--- src/rtl/mmss_timer.sv ---
// MM:SS BCD timer with load/start/pause/clear control, up/down counting and optional wrap.
// Latency: one cycle from tick or control to registered outputs. Backpressure: none; every input is acted on in its own cycle.
module mmss_timer #(
    parameter int SEC_TENS_MOD = 6,
    parameter int MIN_TENS_MOD = 6,
    parameter int WRAP         = 0
) (
    input  logic        clk_out,
    input  logic        reset_n,
    input  logic        tick,
    input  logic        start,
    input  logic        pause,
    input  logic        clear,
    input  logic        load,
    input  logic [15:0] load_value,
    input  logic        mode,
    output logic [15:0] digits,
    output logic [1:0]  state,
    output logic        done,
    output logic        term_pulse
);

    typedef enum logic [1:0] {
        ST_IDLE  = 2'b00,
        ST_RUN   = 2'b01,
        ST_PAUSE = 2'b10,
        ST_DONE  = 2'b11
    } state_t;

    localparam logic [3:0]  S_TENS_MAX   = 4'(SEC_TENS_MOD - 1);
    localparam logic [3:0]  M_TENS_MAX   = 4'(MIN_TENS_MOD - 1);
    localparam logic [15:0] MAX_COUNT    = {M_TENS_MAX, 4'd9, S_TENS_MAX, 4'd9};
    localparam bit          STOP_AT_TERM = (WRAP == 0);

    state_t      st;
    logic [15:0] cnt_next;
    logic        term_hit;

    function automatic logic [3:0] clamp_digit(input logic [3:0] d, input logic [3:0] lim);
        return (d > lim) ? lim : d;
    endfunction

    function automatic logic [15:0] clamp_value(input logic [15:0] v);
        return {clamp_digit(v[15:12], M_TENS_MAX), clamp_digit(v[11:8], 4'd9),
                clamp_digit(v[7:4], S_TENS_MAX), clamp_digit(v[3:0], 4'd9)};
    endfunction

    // A digit steps only when every digit below it rolls over.
    function automatic logic [15:0] count_down(input logic [15:0] d);
        logic [15:0] n;
        logic        b0;
        logic        b1;
        logic        b2;
        n  = d;
        b0 = (d[3:0] == 4'd0);
        b1 = b0 && (d[7:4] == 4'd0);
        b2 = b1 && (d[11:8] == 4'd0);
        n[3:0] = b0 ? 4'd9 : d[3:0] - 4'd1;
        if (b0) begin
            n[7:4] = (d[7:4] == 4'd0) ? S_TENS_MAX : d[7:4] - 4'd1;
        end
        if (b1) begin
            n[11:8] = (d[11:8] == 4'd0) ? 4'd9 : d[11:8] - 4'd1;
        end
        if (b2) begin
            n[15:12] = (d[15:12] == 4'd0) ? M_TENS_MAX : d[15:12] - 4'd1;
        end
        return n;
    endfunction

    function automatic logic [15:0] count_up(input logic [15:0] d);
        logic [15:0] n;
        logic        c0;
        logic        c1;
        logic        c2;
        n  = d;
        c0 = (d[3:0] == 4'd9);
        c1 = c0 && (d[7:4] == S_TENS_MAX);
        c2 = c1 && (d[11:8] == 4'd9);
        n[3:0] = c0 ? 4'd0 : d[3:0] + 4'd1;
        if (c0) begin
            n[7:4] = (d[7:4] == S_TENS_MAX) ? 4'd0 : d[7:4] + 4'd1;
        end
        if (c1) begin
            n[11:8] = (d[11:8] == 4'd9) ? 4'd0 : d[11:8] + 4'd1;
        end
        if (c2) begin
            n[15:12] = (d[15:12] == M_TENS_MAX) ? 4'd0 : d[15:12] + 4'd1;
        end
        return n;
    endfunction

    assign cnt_next = mode ? count_up(digits) : count_down(digits);
    assign term_hit = (cnt_next == (mode ? MAX_COUNT : 16'h0000));
    assign state    = st;

    // Priority chain: clear, accepted load, pause, start, tick.
    always_ff @(posedge clk_out or negedge reset_n) begin
        if (!reset_n) begin
            digits     <= 16'h0000;
            st         <= ST_IDLE;
            done       <= 1'b0;
            term_pulse <= 1'b0;
        end else begin
            term_pulse <= 1'b0;
            if (clear) begin
                digits <= 16'h0000;
                st     <= ST_IDLE;
                done   <= 1'b0;
            end else if (load && (st == ST_IDLE || st == ST_PAUSE)) begin
                digits <= clamp_value(load_value);
            end else if (pause) begin
                if (st == ST_RUN) begin
                    st <= ST_PAUSE;
                end
            end else if (start && st == ST_IDLE) begin
                // Starting a down-count already at zero has nothing to count.
                if (!mode && digits == 16'h0000 && STOP_AT_TERM) begin
                    st         <= ST_DONE;
                    done       <= 1'b1;
                    term_pulse <= 1'b1;
                end else begin
                    st <= ST_RUN;
                end
            end else if (start && st == ST_PAUSE) begin
                st <= ST_RUN;
            end else if (tick && st == ST_RUN) begin
                digits <= cnt_next;
                if (term_hit) begin
                    term_pulse <= 1'b1;
                    if (STOP_AT_TERM) begin
                        st   <= ST_DONE;
                        done <= 1'b1;
                    end
                end
            end
        end
    end

endmodule

--- config.mk ---
export PLATFORM = sky130hd
export DESIGN_NAME = mmss_timer
export DESIGN_NICKNAME = d
export VERILOG_FILES = /design/src/rtl/mmss_timer.sv
export SDC_FILE = /design/constraint.sdc
export NUM_CORES = 1
export LEC_CHECK = 0
export CAP_MARGIN = 5
export CORE_MARGIN = 2
export CORE_UTILIZATION = 55
export CTS_CLUSTER_DIAMETER = 60
export DETAILED_ROUTE_END_ITERATION = 16
export PLACE_DENSITY = 0.81
export SETUP_SLACK_MARGIN = 0.4
export SLEW_MARGIN = 20
export SYNTH_ARGS = -nofsm -noshare
export SYNTH_HDL_FRONTEND = slang
export SYNTH_SLANG_ARGS = --single-unit
--- constraint.sdc ---
create_clock -name clk_out -period 7.68 [get_ports clk_out]
set_clock_uncertainty 0.1 [all_clocks]
set_input_delay 0.768 -clock clk_out [delete_from_list [all_inputs] [get_ports clk_out]]
set_output_delay 0.768 -clock clk_out [all_outputs]
set_load 0.01 [all_outputs]
Yosys cells after proc, flatten, opt, wreduce, memory -nomap -nowiden:

Index checks and enable logic that the tools add are counted.

* word-level logic and storage cells: 107
* register bits after elaboration: 20
* output and inout port bits: 20

* $add $sub $neg: 8
* equality and inequality tests: 15
* $lt $le $gt $ge: 4
* reduce and logical (&&, ||, !) cells: 25
* mux-type cells: 51

Operators with widths (count)
* two-way mux 16 bit: 7
* two-way mux 4 bit: 18
* two-way mux 2 bit: 9
* adder 4 x 1 -> 4 bit, second input constant: 4
* equality test 16 x 15 -> 1 bit: 1
* zero test 16 bit: 1
* zero test 4 bit: 4
* two-way mux 1 bit: 16
* subtractor 4 x 1 -> 4 bit, second input constant: 4
* two-way mux 15 bit: 1
* nonzero test 5 bit: 2
* logical AND 1 bit: 9
* inequality test 3 bit, second input constant: 3
* nonzero test 3 bit: 3
* equality test 4 x 3 -> 1 bit, second input constant: 2
* equality test 4 bit, second input constant: 2
* > comparator 4 x 3 -> 1 bit, second input constant: 2
* > comparator 4 bit, second input constant: 2
* AND reduction 4 bit: 2
* inequality test 3 x 1 -> 1 bit, second input constant: 2
* AND reduction 6 bit: 1
* inequality test 3 x 2 -> 1 bit, second input constant: 1
* equality test 2 x 1 -> 1 bit, second input constant: 1
* equality test 2 bit, second input constant: 1
* other kinds (5): 5

Longest topological paths before layout:

Gate-level depths: netlist of the first run.

* depth in word-level cells: 13
* gate-level depth with buffers: 10
* depth with buffers taken out: 9

Least setup slack after synthesis of the first run:

OpenSTA, ideal clock, no wires.

* path kind: input-to-reg
* start point: in mode
* end point: reg term_pulse
* path slack: 4.388 ns
* data arrival time: 3.115 ns
* cell stages on the path: 8
* path buffers: 1
* required time: 7.503 ns
* path through: clkbuf_1 > or4b_2 > a21oi_1 > mux2i_1 > nand3b_1 > or4b_1 > or4b_1 > o21ai_1

* cells in the longest elaborated chain, start to end: 9
* elaborated cells between the ends (all ways): 13

Ends and longest elaborated chain
* start: declaration: line 16 `input logic mode,`
* two-way mux 16 bit or two-way mux 15 bit (tied branches): line 93, 94
* equality test 16 x 15 -> 1 bit: line 94 `assign term_hit = (cnt_next == (mode ? MAX_COUNT : 16'h0000));`
* two-way mux 1 bit: line 129 `if (term_hit) begin`
* two-way mux 1 bit: line 127 `end else if (tick && st == ST_RUN) begin`
* two-way mux 1 bit: line 125 `end else if (start && st == ST_PAUSE) begin`
* two-way mux 1 bit (*): line 116 `end else if (start && st == ST_IDLE) begin`
* two-way mux 1 bit (*): line 112 `end else if (pause) begin`
* two-way mux 1 bit (*): line 110 `end else if (load && (st == ST_IDLE || st == ST_PAUSE)) begin`
* two-way mux 1 bit (*): line 106 `if (clear) begin`
* end signal: assignment: line 103 `term_pulse <= 1'b0;`
* end signal: assignment: line 105 `term_pulse <= 1'b0;`
* end signal: assignment: line 121 `term_pulse <= 1'b1;`
* end: declaration: line 20 `output logic term_pulse`

Every way passes the cells marked *; elsewhere a longest branch is shown, timed or not.
A chain may end at the register's enable or synchronous reset.

Final worst setup path of the first run:

Same ends and word-level chain as after synthesis.

==> results of run 1 <==
## worst register-to-register path: cells and delay by family (launching register included)
| family | cells | cell delay [ns] |
|---|---|---|
| AND/OR/NAND/NOR | 4 | 1.70 |
| flip-flops | 1 | 0.50 |
| multiplexers | 1 | 0.34 |
| AO/OA/AOI/OAI | 2 | 0.33 |
| adder cells (fa/ha/maj) | 1 | 0.29 |
| buffers and inverters | 1 | 0.18 |
## state kept, by name, indices dropped and copies added, names as in the netlist
| name | flops |
|---|---|
| digits | 16 |
| state | 2 |
| done | 1 |
| term_pulse | 1 |
## placed cells by master (no fill, tap or decap), types with 7 or more instances in the layout
cell / Yosys / final
nand2_1: 21 / 21
o21ai_0: 27 / 27
nand4_1: 7 / 7
a21oi_1: 24 / 24
clkdlybuf4s50_1: 0 / 42
nand3_1: 8 / 8
nor2_1: 22 / 22
nor3_1: 10 / 10
dfrtp_1: 20 / 20
inv_1: 12 / 12
## stage by stage
| step | std cells | util, % |
|---|---|---|
| 2_1_floorplan | 291 | - |
| 3_5_place_dp | 355 | 68.1 |
| 4_1_cts | 358 | 69.2 |
| 3_3_place_gp | 355 | 68.1 |
| 6_report | 358 | 69.2 |
| 5_1_grt | 358 | 69.2 |
## cell families (layout without fill, tap and decap cells)
group / count (synthesis) / after routing
compound gates: 93 / 93
xor+xnor: 8 / 8
fa+ha+maj: 4 / 4
buf+inv: 41 / 60
flops: 20 / 20
mux: 5 / 5
simple gates: 120 / 120
## final cells by class
type,count,area (um^2)
multi-input cells,230,1480
fillers,347,1150
flip-flops and latches,20,500
repair buffers,45,440
well taps,48,60.1
inverters,12,45.0
clock buffers,3,41.3
## where the power goes
part	switching, mW	leakage (nW)	internal [mW]	total, mW
Sequential	0.0363	0.267	0.116	0.152
Clock	0.0355	0.0216	0.0349	0.0705
Combinational	0.110	0.636	0.0979	0.208
## metal layers
metal	routed length (um)	share of wire, %	global-route usage, %	vias up
li1	-	-	-	1125
met1	2840	45	47.3	1107
met2	2860	45	46.4	136
met3	590	9.3	3.75	6
met4	59	0.93	7.91	0
met5	0	0	0	-
## worst max path at each step
stage | start | endpoint | slack (ns) | depth (start not counted)
finish | mode | term_pulse$_DFF_PN0_ | 3.95 | 9
global route | mode | term_pulse$_DFF_PN0_ | 3.89 | 9
CTS | mode | term_pulse$_DFF_PN0_ | 3.99 | 9
detailed placement | mode | term_pulse$_DFF_PN0_ | 3.73 | 9
global placement | mode | term_pulse$_DFF_PN0_ | 3.82 | 9
floorplan | mode | term_pulse$_DFF_PN0_ | 4.39 | 8
==> key figures, run 1 <==
Yosys
  – Async S/R FF share, synth: 100%
  – Simple-gate share of the synthesized area: 32.1%
  – Top post-synthesis cells by area: dfrtp_1, o21ai_0, a21oi_1, clkbuf_1, nor2_1
  – XOR/XNOR Fraction of Synth Area: 3.62%
  – Post-Syn Instances: 291
  – FF+latch count, synth: 20
  – Post-synth top area cell: dfrtp_1
  – Compound-Gate Fraction of Synth Area: 27.7%
  – Number of unique standard cell types used by synthesis: 63
  – Post-synth top cells: o21ai_0, a21oi_1, clkbuf_1, nor2_1, nand2_1
  – Post-synthesis sequential area ratio: 23.3%
  – EDFF count, synth: 0
  – Post-synth top flop: dfrtp_1
  – Fraction of the mapped netlist area in adder cells: 2.33%
  – Post-synth top area share: 23.3%
  – Mux contribution to synthesized area: 2.98%
  – Main combinational cell family by area after synthesis: simple AND/OR/NAND/NOR gates
  – Post-Syn Area: 2140 um^2
  – Yosys warnings: 0
  – Mapped Nets: 319
  – Most common cell in the netlist: o21ai_0
  – Syn Area/Cell: 7.37 um^2

STA
  – Unrepaired setup endpoints after global routing: false
  – Worst-margin pin slew: 0.650 ns
  – PnR worst setup slack: 3.95 ns
  – Max-slew violations: 0
  – Hold Fails Final Rpt: 0
  – Setup-failing EPs final: 0
  – Setup TNS: 0 ns
  – Tmin final: 3.73 ns
  – Max Clk Rate: 268 MHz
  – Period utilization: 48.6%
  – Final hold slack: 0.374 ns
  – Max-slew headroom: 56.5%

Outcome
  – Status: finished clean

Die
  – DIE WIDTH: 66.4 um
  – # rows: 22
  – Core area: 3720 um^2
  – Die Span Y: 66.4 um
  – Initial Utilization: 57.7%
  – # IOs: 44
  – Total die area: 4410 um^2

Global route
  – Number of global-route vias before repair: 2120
  – Pin count of the biggest net entering global routing: 38
  – Grt ovf: 0
  – GRT Total Usage: 31.1%
  – Global-route wire length before repair: 10500 um
  – Antenna violations before repair: 0

Placement
  – Dpl hpwl: 4620 um
  – Post-Place Setup Slack: 3.73 ns
  – Placed inst area: 2530 um^2
  – Port-buffer cells: 43
  – Placer Congestion: 0.929

Clocking
  – CTS Buffer Depth: 2
  – Num CTS Buffers: 3
  – Htree depth: 1
  – Post_cts resized: 0
  – Sink Count: 20
  – Post-CTS Setup Inserts: 0
  – CTS tree: yes
  – Worst-Skew Late Latency: 0.26 ns
  – Clk root buf: clkbuf_8
  – Cts hold-fix bufs: 0
  – Worst-path clk slew: 0.08 ns

Layout
  – Layout cells sized above 1: 6.13%
  – Diodes inserted: 0
  – Area grow syn2layout: 19.8%
  – Nets@finish: 340
  – Final instance area: 2570 um^2

Routing
  – Vias: 2374
  – Number of detailed-route iterations in the first pass: 5
  – Antenna-violating nets left: 0
  – Detailed-route wire length per cell: 17.7 um
  – WL final: 6350 um
  – Via density: 6.63
  – Remaining routing DRC violations: 0
  – Drt initial violations: 448

Worst setup path
  – CP max-delay cell: or4b_2
  – Crit path buf inv count: 2
  – Crit-path leading delay family: simple AND/OR/NAND/NOR gates
  – R2R Path Start: digits[0]$_DFFE_PN0P_
  – Crit path kind: input port to register
  – Critical R2R Capture: term_pulse$_DFF_PN0_
  – Internal reg-to-reg setup slack: 4.16 ns
  – Worst-path fanout max: 37
  – Startpoint types: input port
  – R2R depth: 9
  – Delay of the slowest critical-path stage: 0.63 ns
  – CP arrival: 3.81 ns
  – Critical Path, Cell by Cell: clkdlybuf4s50_1, buf_4, or4b_2, a21oi_1, mux2i_1, nand3b_1, or4b_1, or4b_1, o21ai_1
  – WP data required: 7.76 ns
  – Worst setup EP type: register
  – CP dominant cell by count: or4b_1

Power
  – Total power: 0.430 mW
  – Worst VDD drop: 0.000103 V
  – PD cells: 167 nW/um^2
  – Static leakage: 0.925 nW

Hold path
  – Hold Crit Class: input port to asynchronous set/reset pin

Flow run
  – Number of max-cap violations: 0
No activity file was read; power rests on OpenSTA's default activity.
==> run 2, diff against run 1 <==
Settings changed: CORE_UTILIZATION 55 to 52, PLACE_DENSITY 0.81 to 0.77.
Clock period 7.68 ns to 3.8 ns, I/O delays scaled along.
==> run 2 against run 1 <==
Wire length is 2.5% higher. Non-clock buffer count rose by 4. Worst setup slack got worse by 3.4 ns. Flip-flop and latch count unchanged. Via count increased by 1.4%. Cell count up 1.7%. Clock power rose by 110%. Clock-buffer cell count is the same. Combinational power grew 110%. Global-route usage is 0.54 points lower. First-iteration DRC count down 37%. Worst hold slack better by 0.11 ns. Largest cell class unchanged. Highest routed layer unchanged.
==> key figures, run 2 (synthesis gave the netlist of run 1 again) <==
Outcome
  – Status: finished clean (unchanged)

Layout
  – Layout fillers: 370 (was 347)
  – Layout cells sized above 1: 8.60% (was 6.13%)
  – Area taken by multi-input logic gates: 1490 um^2 (was 1480 um^2)
  – Max reg flops: 16 (unchanged)
  – Nets@finish: 344 (was 340)
  – Final instance area: 2620 um^2 (was 2570 um^2)
  – Area grow syn2layout: 22.2% (was 19.8%)
  – Most flop-heavy register: digits (unchanged)
  – Diodes inserted: 0 (unchanged)
  – Most frequent cells in the layout: clkdlybuf4s50_1, o21ai_0, a21oi_1 (unchanged)
  – Storage element area: 503 um^2 (was 500 um^2)
  – Most common cell after layout, fill and taps aside: clkdlybuf4s50_1 (unchanged)

STA
  – Tmin final: 3.23 ns
  – Final hold slack: 0.481 ns (was 0.374 ns)
  – Setup-failing EPs final: 0 (unchanged)
  – Max Clk Rate: 309 MHz
  – Setup TNS: 0 ns (unchanged)
  – Period utilization: 85.1%
  – Unrepaired setup endpoints after global routing: false (unchanged)
  – Hold Fails Final Rpt: 0 (unchanged)
  – Max-slew headroom: 35.0% (was 56.5%)
  – Max-slew violations: 0 (unchanged)
  – Worst-margin pin slew: 0.973 ns (was 0.650 ns)
  – PnR worst setup slack: 0.566 ns (was 3.95 ns)

Placement
  – Post-Place Setup Slack: 0.429 ns (was 3.73 ns)
  – Placed inst area: 2550 um^2 (was 2530 um^2)
  – Port-buffer cells: 43 (unchanged)
  – Placer Congestion: 0.915 (was 0.929)
  – Dpl hpwl: 4680 um (was 4620 um)

Routing
  – Drt initial violations: 284 (was 448)
  – Detailed-route wire length per cell: 17.9 um (was 17.7 um)
  – Vias: 2407 (was 2374)
  – Remaining routing DRC violations: 0 (unchanged)
  – Antenna-violating nets left: 0 (unchanged)
  – Number of detailed-route iterations in the first pass: 6 (was 5)
  – WL final: 6500 um (was 6350 um)
  – Via density: 6.61 (was 6.63)

Global route
  – Antenna violations before repair: 0 (unchanged)
  – Pin count of the biggest net entering global routing: 21 (was 38)
  – GRT Total Usage: 30.6% (was 31.1%)
  – Global-route wire length before repair: 10700 um (was 10500 um)
  – Grt ovf: 0 (unchanged)
  – Number of global-route vias before repair: 2153 (was 2120)

Clocking
  – Worst-Skew Late Latency: 0.27 ns (was 0.26 ns)
  – Worst-path clk slew: 0.08 ns (about the same)
  – CTS tree: yes (unchanged)
  – Sink Count: 20 (unchanged)
  – Htree depth: 1 (unchanged)
  – Num CTS Buffers: 3 (unchanged)
  – CTS Buffer Depth: 2 (unchanged)
  – Clk root buf: clkbuf_8 (unchanged)

Worst setup path
  – Crit path kind: register to register (was input port to register)
  – CP arrival: 3.33 ns (was 3.81 ns)
  – WP data required: 3.89 ns (was 7.76 ns)
  – Startpoint types: register (was input port)
  – Internal reg-to-reg setup slack: 0.57 ns (was 4.16 ns)
  – Worst setup EP type: register (unchanged)
  – Worst-path fanout max: 7 (was 37)

Flow run
  – Number of max-cap violations: 0 (unchanged)

Power
  – Clock share of power: 16.6% (was 16.4%)
  – Total power: 0.891 mW (was 0.430 mW)
  – PD cells: 340 nW/um^2 (was 167 nW/um^2)
  – NetSw: 0.378 mW (was 0.182 mW)
  – Cell Int Power: 0.513 mW (was 0.249 mW)
  – Static leakage: 0.941 nW (was 0.925 nW)
  – Worst VDD drop: 0.000226 V (was 0.000103 V)
  – Sw Share: 42.4% (was 42.2%)
  – Combinational power share: 48.8% (was 48.3%)
  – Sequential Power Share: 34.6% (was 35.4%)

Die
  – Initial Utilization: 54.0% (was 57.7%)
  – Die Span Y: 68.2 um (was 66.4 um)
  – # rows: 23 (was 22)
  – Total die area: 4650 um^2 (was 4410 um^2)
  – Core area: 3970 um^2 (was 3720 um^2)
  – # IOs: 44 (unchanged)
  – DIE WIDTH: 68.2 um (was 66.4 um)

Hold path
  – Hold Crit Class: register to register (was input port to asynchronous set/reset pin)
[run 2: changes by cell type in the layout (fill, tap and decap cells not counted), sizes merged]
cell	change
buf	+3
clkdlybuf4s50	+1
[run 2: layout make-up]
type                    instances  share of cell area [%]
inverters                      12                    1.72
repair buffers                 49                    18.1
clock buffers                   3                    1.58
multi-input cells             230                    57.0
well taps                      50                    2.39
flip-flops and latches         20                    19.2
[run 2: repair_timing]
item,in CTS,in global routing
resized for setup,0,7
setup endpoints to repair,0,2
hold buffers,0,0
buffers inserted,0,2
endpoints found under the hold margin,0,0
[run 2: per-layer routing]
layer | up-vias | global-route usage [%] | part of all wire (%)
li1 | 1131 | - | -
met1 | 1126 | 45.5 | 46
met2 | 137 | 46.2 | 44
met3 | 13 | 3.78 | 9.2
met4 | 0 | 8.75 | 1.4
met5 | - | 0 | 0
[run 2: path summary, 6_finish.rpt]
kind                                        startpoint                      to  cells past startpoint
max in group asynchronous                      reset_n   digits[1]$_DFFE_PN0P_                      1
worst max-delay path             digits[0]$_DFFE_PN0P_    term_pulse$_DFF_PN0_                      9
worst min register to register  digits[15]$_DFFE_PN0P_  digits[15]$_DFFE_PN0P_                      2
worst min-delay path            digits[15]$_DFFE_PN0P_  digits[15]$_DFFE_PN0P_                      2
worst max register to register   digits[0]$_DFFE_PN0P_    term_pulse$_DFF_PN0_                      9
min in group asynchronous                      reset_n   digits[7]$_DFFE_PN0P_                      1
[run 2: per-stage QoR]
stage / util (%) / instances
2_1_floorplan: - / 291
3_3_place_gp: 64.2 / 359
3_5_place_dp: 64.2 / 359
4_1_cts: 65.2 / 362
5_1_grt: 66.0 / 364
6_report: 66.0 / 364
[run 2: worst max-delay path: stages (launching register included)]
cell and delay (ns):
dfrtp_2 0.46, inv_2 0.12, ha_4 0.17, or3b_2 0.55
or2_4 0.28, xnor2_2 0.17, a32oi_1 0.11, or4b_1 0.56
or4b_1 0.51, o21ai_1 0.13
[run 2: power by group through the flow]
stage / combinational [mW] / clock [mW] / sequential [mW]
after CTS: 0.416 / 0.149 / 0.304
after detailed placement: 0.413 / 0 / 0.308
after floorplan: 0.307 / 0 / 0.271
after global placement: 0.409 / 0 / 0.306
after global routing: 0.474 / 0.158 / 0.313
final: 0.435 / 0.148 / 0.308
==> run 3, diff against run 2 <==
--- a/constraint.sdc
+++ b/constraint.sdc
@@ -4,2 +4,2 @@
 set_output_delay 0.38 -clock clk_out [all_outputs]
-set_load 0.01 [all_outputs]
+set_load 0.02 [all_outputs]
==> results of run 3 <==
The final DEF is identical to that of run 2. Status: finished clean.
Among the figures that moved: total power 0.891 mW -> 0.909 mW; worst IR drop on VDD 0.000226 V -> 0.000234 V
